### config.mk
export PLATFORM = sky130hd
export DESIGN_NAME = mem_port_arbiter
export DESIGN_NICKNAME = d
export VERILOG_FILES = /design/src/rtl/mem_port_arbiter_pkg.sv /design/src/rtl/mem_port_arbiter_arb_pick.sv /design/src/rtl/mem_port_arbiter.sv
export SDC_FILE = /design/constraint.sdc
export NUM_CORES = 1
export LEC_CHECK = 0
export CAP_MARGIN = 15
export CORE_MARGIN = 3
export CORE_UTILIZATION = 41
export CTS_CLUSTER_DIAMETER = 60
export DETAILED_ROUTE_END_ITERATION = 12
export PLACE_DENSITY = 0.8
export SLEW_MARGIN = 10
export SYNTH_ARGS = -nofsm -noshare
export SYNTH_HDL_FRONTEND = slang
export SYNTH_HIERARCHICAL = 1
export SYNTH_SLANG_ARGS = --single-unit
### constraint.sdc
create_clock -name clk -period 1.6 [get_ports clk]
set_input_delay 0.16 -clock clk [delete_from_list [all_inputs] [get_ports clk]]
set_output_delay 0.16 -clock clk [all_outputs]
set_load 0.1 [all_outputs]
### src/rtl/mem_port_arbiter_pkg.sv
// Shared types for mem_port_arbiter: FSM states, owner encoding and default widths.
// Round-robin arbitration is enabled by defining MEM_ARB_RR_EN.
package mem_port_arbiter_pkg;

  localparam int DEFAULT_AW = 8;
  localparam int DEFAULT_DW = 32;

  typedef enum logic [1:0] {
    ST_IDLE = 2'd0,
    ST_BUSY = 2'd1,
    ST_DONE = 2'd2
  } state_t;

  typedef enum logic {
    OWN_CPU = 1'b0,
    OWN_DMA = 1'b1
  } owner_t;

  function automatic owner_t other_owner(input owner_t o);
    return (o == OWN_CPU) ? OWN_DMA : OWN_CPU;
  endfunction

endpackage

### src/rtl/mem_port_arbiter_arb_pick.sv
// Combinational two-requester picker: fixed CPU priority by default,
// round-robin against last_owner when MEM_ARB_RR_EN is defined.
module arb_pick
  import mem_port_arbiter_pkg::*;
(
`ifdef MEM_ARB_RR_EN
  input  owner_t last_owner,
`endif
  input  logic   cpu_req,
  input  logic   dma_req,
  output logic   grant,
  output owner_t owner
);

  always_comb begin
    grant = cpu_req | dma_req;
    owner = OWN_CPU;
    if (cpu_req && dma_req) begin
`ifdef MEM_ARB_RR_EN
      owner = other_owner(last_owner);
`else
      owner = OWN_CPU;
`endif
    end else if (dma_req) begin
      owner = OWN_DMA;
    end
  end

endmodule

### src/rtl/mem_port_arbiter.sv
// Shares one ack-handshaked data-memory port between the CPU and the DMA loader.
// Define MEM_ARB_RR_EN for round-robin ties; otherwise the CPU always wins a tie.
module mem_port_arbiter
  import mem_port_arbiter_pkg::*;
#(
  parameter int AW = DEFAULT_AW,
  parameter int DW = DEFAULT_DW
) (
  input  logic          clk,
  input  logic          reset,

  input  logic          cpu_req,
  input  logic          cpu_wr_en,
  input  logic [AW-1:0] cpu_addr,
  input  logic [DW-1:0] cpu_wr_data,
  output logic [DW-1:0] cpu_rd_data,
  output logic          cpu_ack,

  input  logic          dma_req,
  input  logic          dma_wr_en,
  input  logic [AW-1:0] dma_addr,
  input  logic [DW-1:0] dma_wr_data,
  output logic [DW-1:0] dma_rd_data,
  output logic          dma_ack,

  output logic          mem_req,
  output logic          mem_wr_en,
  output logic [AW-1:0] mem_addr,
  output logic [DW-1:0] mem_wr_data,
  input  logic [DW-1:0] mem_rd_data,
  input  logic          mem_ack
);

  state_t state;
  state_t state_nxt;
  owner_t owner_q;
  owner_t pick_owner;
  logic   pick_grant;
  logic   load;
  logic   capture;

`ifdef MEM_ARB_RR_EN
  owner_t last_owner;
`endif

  arb_pick u_pick (
`ifdef MEM_ARB_RR_EN
    .last_owner (last_owner),
`endif
    .cpu_req    (cpu_req),
    .dma_req    (dma_req),
    .grant      (pick_grant),
    .owner      (pick_owner)
  );

  always_ff @(posedge clk) begin
    if (reset) begin
      state <= ST_IDLE;
    end else begin
      state <= state_nxt;
    end
  end

  // A grant is only evaluated in IDLE; DONE always spends one cycle on the ack.
  always_comb begin
    state_nxt = state;
    load      = 1'b0;
    capture   = 1'b0;
    unique case (state)
      ST_IDLE: begin
        if (pick_grant) begin
          load      = 1'b1;
          state_nxt = ST_BUSY;
        end
      end
      ST_BUSY: begin
        if (mem_ack) begin
          capture   = 1'b1;
          state_nxt = ST_DONE;
        end
      end
      ST_DONE: begin
        state_nxt = ST_IDLE;
      end
      default: begin
        state_nxt = ST_IDLE;
      end
    endcase
  end

  always_ff @(posedge clk) begin
    if (reset) begin
      owner_q     <= OWN_CPU;
      mem_wr_en   <= 1'b0;
      mem_addr    <= '0;
      mem_wr_data <= '0;
      cpu_rd_data <= '0;
      dma_rd_data <= '0;
    end else begin
      if (load) begin
        owner_q <= pick_owner;
        if (pick_owner == OWN_CPU) begin
          mem_wr_en   <= cpu_wr_en;
          mem_addr    <= cpu_addr;
          mem_wr_data <= cpu_wr_data;
        end else begin
          mem_wr_en   <= dma_wr_en;
          mem_addr    <= dma_addr;
          mem_wr_data <= dma_wr_data;
        end
      end
      // Writes capture too; the requester simply ignores the returned word.
      if (capture) begin
        if (owner_q == OWN_CPU) begin
          cpu_rd_data <= mem_rd_data;
        end else begin
          dma_rd_data <= mem_rd_data;
        end
      end
    end
  end

`ifdef MEM_ARB_RR_EN
  always_ff @(posedge clk) begin
    if (reset) begin
      last_owner <= OWN_DMA;
    end else if (load) begin
      last_owner <= pick_owner;
    end
  end
`endif

  assign mem_req = (state == ST_BUSY);
  assign cpu_ack = (state == ST_DONE) && (owner_q == OWN_CPU);
  assign dma_ack = (state == ST_DONE) && (owner_q == OWN_DMA);

endmodule

Word-level counts from Yosys, hierarchy flattened

Index checks and enable logic that the tools add are counted.

Muxes and demuxes: 12
Bitwise operators: 2
Equality and inequality tests: 4
Reductions and logical operators: 7

Operator list:

| kind                                                | number |
|---|---|
| 2-to-1 mux 32 bit                                   | 1 |
| 2-to-1 mux 8 bit                                    | 1 |
| 2-to-1 mux 1 bit                                    | 7 |
| AND reduction 2 bit                                 | 3 |
| 2-to-1 mux 2 bit                                    | 2 |
| case mux 2 bit (2 select lines)                     | 1 |
| logical AND 1 bit                                   | 3 |
| equality test 2 x 1 -> 1 bit, second input constant | 1 |
| equality test 2 bit, second input constant          | 1 |
| logical NOT 2 bit                                   | 1 |
| != test 2 x 1 -> 1 bit, second input constant       | 1 |
| != test 2 bit, second input constant                | 1 |
| inverter 1 bit                                      | 1 |
| bitwise OR 1 bit                                    | 1 |

Output and inout bits: 108
Bits of input ports: 119
Word-level logic and storage cells: 32
Register bits: 108

Longest topological paths before layout

Word-level depth: 3
Depth in mapped cells: 5
Depth with buffers taken out: 3

Modules after synthesis

Netlist, hierarchy kept.

Modules (own cells, without submodules):

| module           | seq. area each (sq um) | area an instance (sq um) | instances | cells an instance |
|---|---|---|---|---|
| mem_port_arbiter | 2162.1                 | 4755.8                   | 1         | 445 |
| arb_pick         | 0.0                    | 12.5                     | 1         | 2 |

Least setup slack after synthesis

OpenSTA, ideal clock, no wires.

Kind: flip-flop to output port
Start point: register state[0]
End point: output cpu_ack
Data required time: 1440 ps
Arrival time: 2662 ps
Path buffers: 1
Stages on the path, launching flop included: 3
Setup slack: -1222 ps
Cells stage by stage: dfxtp_1 > buf_2 > nor3b_1

Cells in the longest elaborated chain, start to end: 2

RTL lines:

| element                | RTL line                | RTL |
|---|---|---|
| start, declared        | mem_port_arbiter.sv:34  | `state_t state;` |
| start signal, assigned | mem_port_arbiter.sv:60  | `state <= state_nxt;` |
| equality test 2 bit    | mem_port_arbiter.sv:134 | `assign cpu_ack = (state == ST_DONE) && (owner_q == OWN_CPU);` |
| logical AND 1 bit      | mem_port_arbiter.sv:134 |  |
| end, declared          | mem_port_arbiter.sv:17  | `output logic cpu_ack,` |

Every way passes these cells.

Worst setup path after layout

Start point: input dma_req
End point: register mem_addr[3]

Cells in the longest elaborated chain, start to end: 3
Elaborated cells between the ends (all ways): 7
Those cells by class: mux (5); bitwise (1); reduce/logical (1)

RTL lines:

| element              | RTL line                        | RTL |
|---|---|---|
| start, declared      | mem_port_arbiter.sv:19          | `input logic dma_req,` |
| bitwise OR 1 bit     | mem_port_arbiter_arb_pick.sv:16 | `grant = cpu_req \| dma_req;` |
| via pick_grant       | mem_port_arbiter.sv:38          | `logic pick_grant;` |
| 2-to-1 mux 1 bit     | mem_port_arbiter.sv:71          | `if (pick_grant) begin` |
| 2-to-1 mux 1 bit     | mem_port_arbiter.sv:69          | `unique case (state)` |
| end signal, assigned | mem_port_arbiter.sv:104         | `mem_addr <= cpu_addr;` |
| end signal, assigned | mem_port_arbiter.sv:108         | `mem_addr <= dma_addr;` |
| end, declared        | mem_port_arbiter.sv:28          | `output logic [AW-1:0] mem_addr,` |

The timed path passes the listed nets, and every way through them passes these cells.
A chain may end at the register's enable or synchronous reset.

==> metrics.txt <==
status finished clean; vias in the first global route 4436; RSZ-0062 raised after global routing false; Die Height 114 µm; clock network fraction of design power 31.5%; Worst R2R Path Depth 3; synthesized area per cell 10.7 µm²; Peak Freq slightly below 700 MHz; First-pass DRT Iterations 4; Final Setup Violations 0; Multi-input gate area 0.00227 mm²; PD cells approximately 940 mW/mm²; Net Count, Synth 566; CP startpoint kind input pin; WP buf/inv 2; power share of the combinational group 31.8%; max_slew headroom 66.9%; clk_lat worst skew 0.34 ns; Pins Over Slew Limit 0; Detail Route Antenna Nets 0; final hold vios 0; initial antenna violation count 0; Cells after Synth 447; clock root buffer clkbuf_16; final hold slack 0.407 ns; Clock transition at path regs 0.07 ns; Ports 227; pin count of the biggest net entering global routing 142; Worst Path Arrival about 1.7 ns; Setup Skew about 0.0045 ns; DIE WIDTH around 110 µm; leak pwr 3.42 nW; register area share after synthesis 45.3%; Final #Nets 779; CORE AREA 0.0111 mm²; CP Cell Sequence clkdlybuf4s50_1 -> or2_1 -> or4b_1 -> buf_12 -> o32ai_2; largest family of logic cells by synthesized area multiplexers; Avg WL per Cell 18.3 µm; hold_buf cts 0; Synth Area in XOR/XNOR 0%; Mapped Area 0.00477 mm²; commonest non-fill, non-tap cell in the layout clkdlybuf4s50_1; GPL Wtd Cong around 0.78; Synth Area in Adders 0%; Sequential Power Share 36.7%; hold crit path type in2reg; synth warn 6; Via Count 4045; CTS resizes 0; Distinct cells, synth 25; Peak VDD IR 0.557 mV; grt ovf 0; most frequent cells in the layout clkdlybuf4s50_1 (117), buf_12 (115), dfxtp_1 (108); hold path cells 3; PortBufs ~230; number of synthesized register bits 108; Max stage delay cell, worst path or4b_1; delay-heaviest family, CP simple AND/OR/NAND/NOR gates; post-synthesis mux area share 22.3%; Post-Place Setup Slack -0.234 ns; Die ar. 0.0130 mm²; max-cap violation count 0; fraction of layout cells with a size suffix above 1 about a quarter; Final min period 1.48 ns; total length of routed wires 14800 µm; first-pass GRT wire length about 23000 µm; final setup margin ~0.12 ns; Tightest Pin Transition 0.496 ns; register area roughly 0.0022 mm²; diodes inserted 0; CTS max path bufs 2; H-tree Lvls 3; worst-path fanout max 31; Post-CTS Setup Inserts 0; via/cell ratio 5.02; fin crit share 92.7%; Worst Path Class, Setup in2reg; Num CTS Buffers 9; Levels on crit path 5; total chip power around 8.2 mW; initial core utilization 43.0%; Synth Area in Compound Gates approximately a tenth; Tot GR Track Use between 20% and 30%; Area growth syn-to-layout 81.4%; HPWL after DPL between 10000 and 15000 µm; crit-path max cell delay 0.53 ns; CTS tree built; critical path endpoint category register; row count 38; drt drc 0; fraction of the mapped netlist area in simple logic gates 15.3%; Int Pwr 5.53 mW; 1st-iter DRT viols around 160; CTS Sinks 108; Sw Share 32.3%; filler instances 687; Sw Pwr 2.64 mW; Worst EP required 1.84 ns
-- cells in the mapped netlist --
cell / count / area share [%]
buf_4: 2 / 0.31
nor2b_1: 1 / 0.13
buf_2: 9 / 0.94
dfxtp_1: 108 / 45
buf_6: 6 / 1.4
nand4b_1: 1 / 0.18
and3b_1: 1 / 0.18
and4bb_2: 1 / 0.26
nor3b_1: 1 / 0.16
nand2b_1: 98 / 13
mux2i_1: 106 / 22
nor3b_2: 1 / 0.26
and3b_2: 1 / 0.21
and2b_2: 1 / 0.18
a2111oi_0: 1 / 0.18
buf_1: 2 / 0.16
o32ai_1: 30 / 5.5
inv_1: 41 / 3.2
and4b_2: 1 / 0.24
or2_1: 1 / 0.13
clkbuf_1: 20 / 1.6
or4b_1: 1 / 0.21
nor2_1: 1 / 0.079
o32ai_2: 11 / 3.8
nand4bb_1: 1 / 0.24
-- stage by stage --
| step | setup TNS, ns | area [µm²] | utilization (%) | cells |
|---|---|---|---|---|
| after detailed placement | -7.33 | 8300 | 74.9 | 789 |
| final | 0 | 8650 | 78.1 | 805 |
| after floorplan | 0 | 4780 | - | 447 |
| after global placement | -4.77 | 8300 | 74.9 | 789 |
| after global routing | 0 | 8650 | 78.1 | 805 |
| after CTS | 0 | 8650 | 78.1 | 805 |
-- power groups by stage --
| stage | Clock, mW | Sequential [mW] | Combinational, mW |
|---|---|---|---|
| after floorplan | 0 | 3.99 | 0.529 |
| after global placement | 0 | 3.05 | 2.56 |
| final | 2.57 | 3.00 | 2.60 |
| after detailed placement | 0 | 3.06 | 2.60 |
| after CTS | 2.61 | 3.00 | 2.61 |
| after global routing | 2.72 | 3.01 | 2.68 |
-- worst register-to-register path, cell delays in order (launching register included) --
cell	delay (ns)
dfxtp_1	0.32
or4b_1	0.60
buf_12	0.21
o32ai_2	0.17
-- final cells by class --
| type | count | share of cell area (%) |
|---|---|---|
| flip-flops and latches | 108 | 25.0 |
| repair buffers | 241 | 40.9 |
| well taps | 140 | 2.02 |
| clock buffers | 12 | 2.96 |
| clock inverters | 4 | 1.10 |
| multi-input cells | 259 | 26.2 |
| inverters | 41 | 1.78 |
-- routing by layer --
metal	part of all wire, %	global-route usage, %	vias to the layer above
li1	-	-	1959
met1	37	23.3	1893
met2	52	41.2	163
met3	8.5	7.00	30
met4	3.1	9.50	0
met5	0	0	-
-- state kept, by name, summed over array words and instances, names as in the netlist --
signal and count:
cpu_rd_data 32, dma_rd_data 32, mem_addr 8, mem_wr_data 32
mem_wr_en 1, owner_q 1, state 2
-- worst paths after layout --
| kind | startpoint | to | slack (ns) |
|---|---|---|---|
| min | mem_rd_data[31] | dma_rd_data[31] | 0.41 |
| min reg2reg | dma_rd_data[21] | dma_rd_data[21] | 0.51 |
| max reg2reg | state[1] | mem_addr[3] | 0.20 |
| max | dma_req | mem_addr[3] | 0.12 |
-- logic make-up after synthesis --
logic type	after synthesis
buffers and inverters	80
and+or+nand+nor	111
DFF	108
AOI/OAI and AO/OA	42
muxes	106
Power figures use the tool's default switching activity.
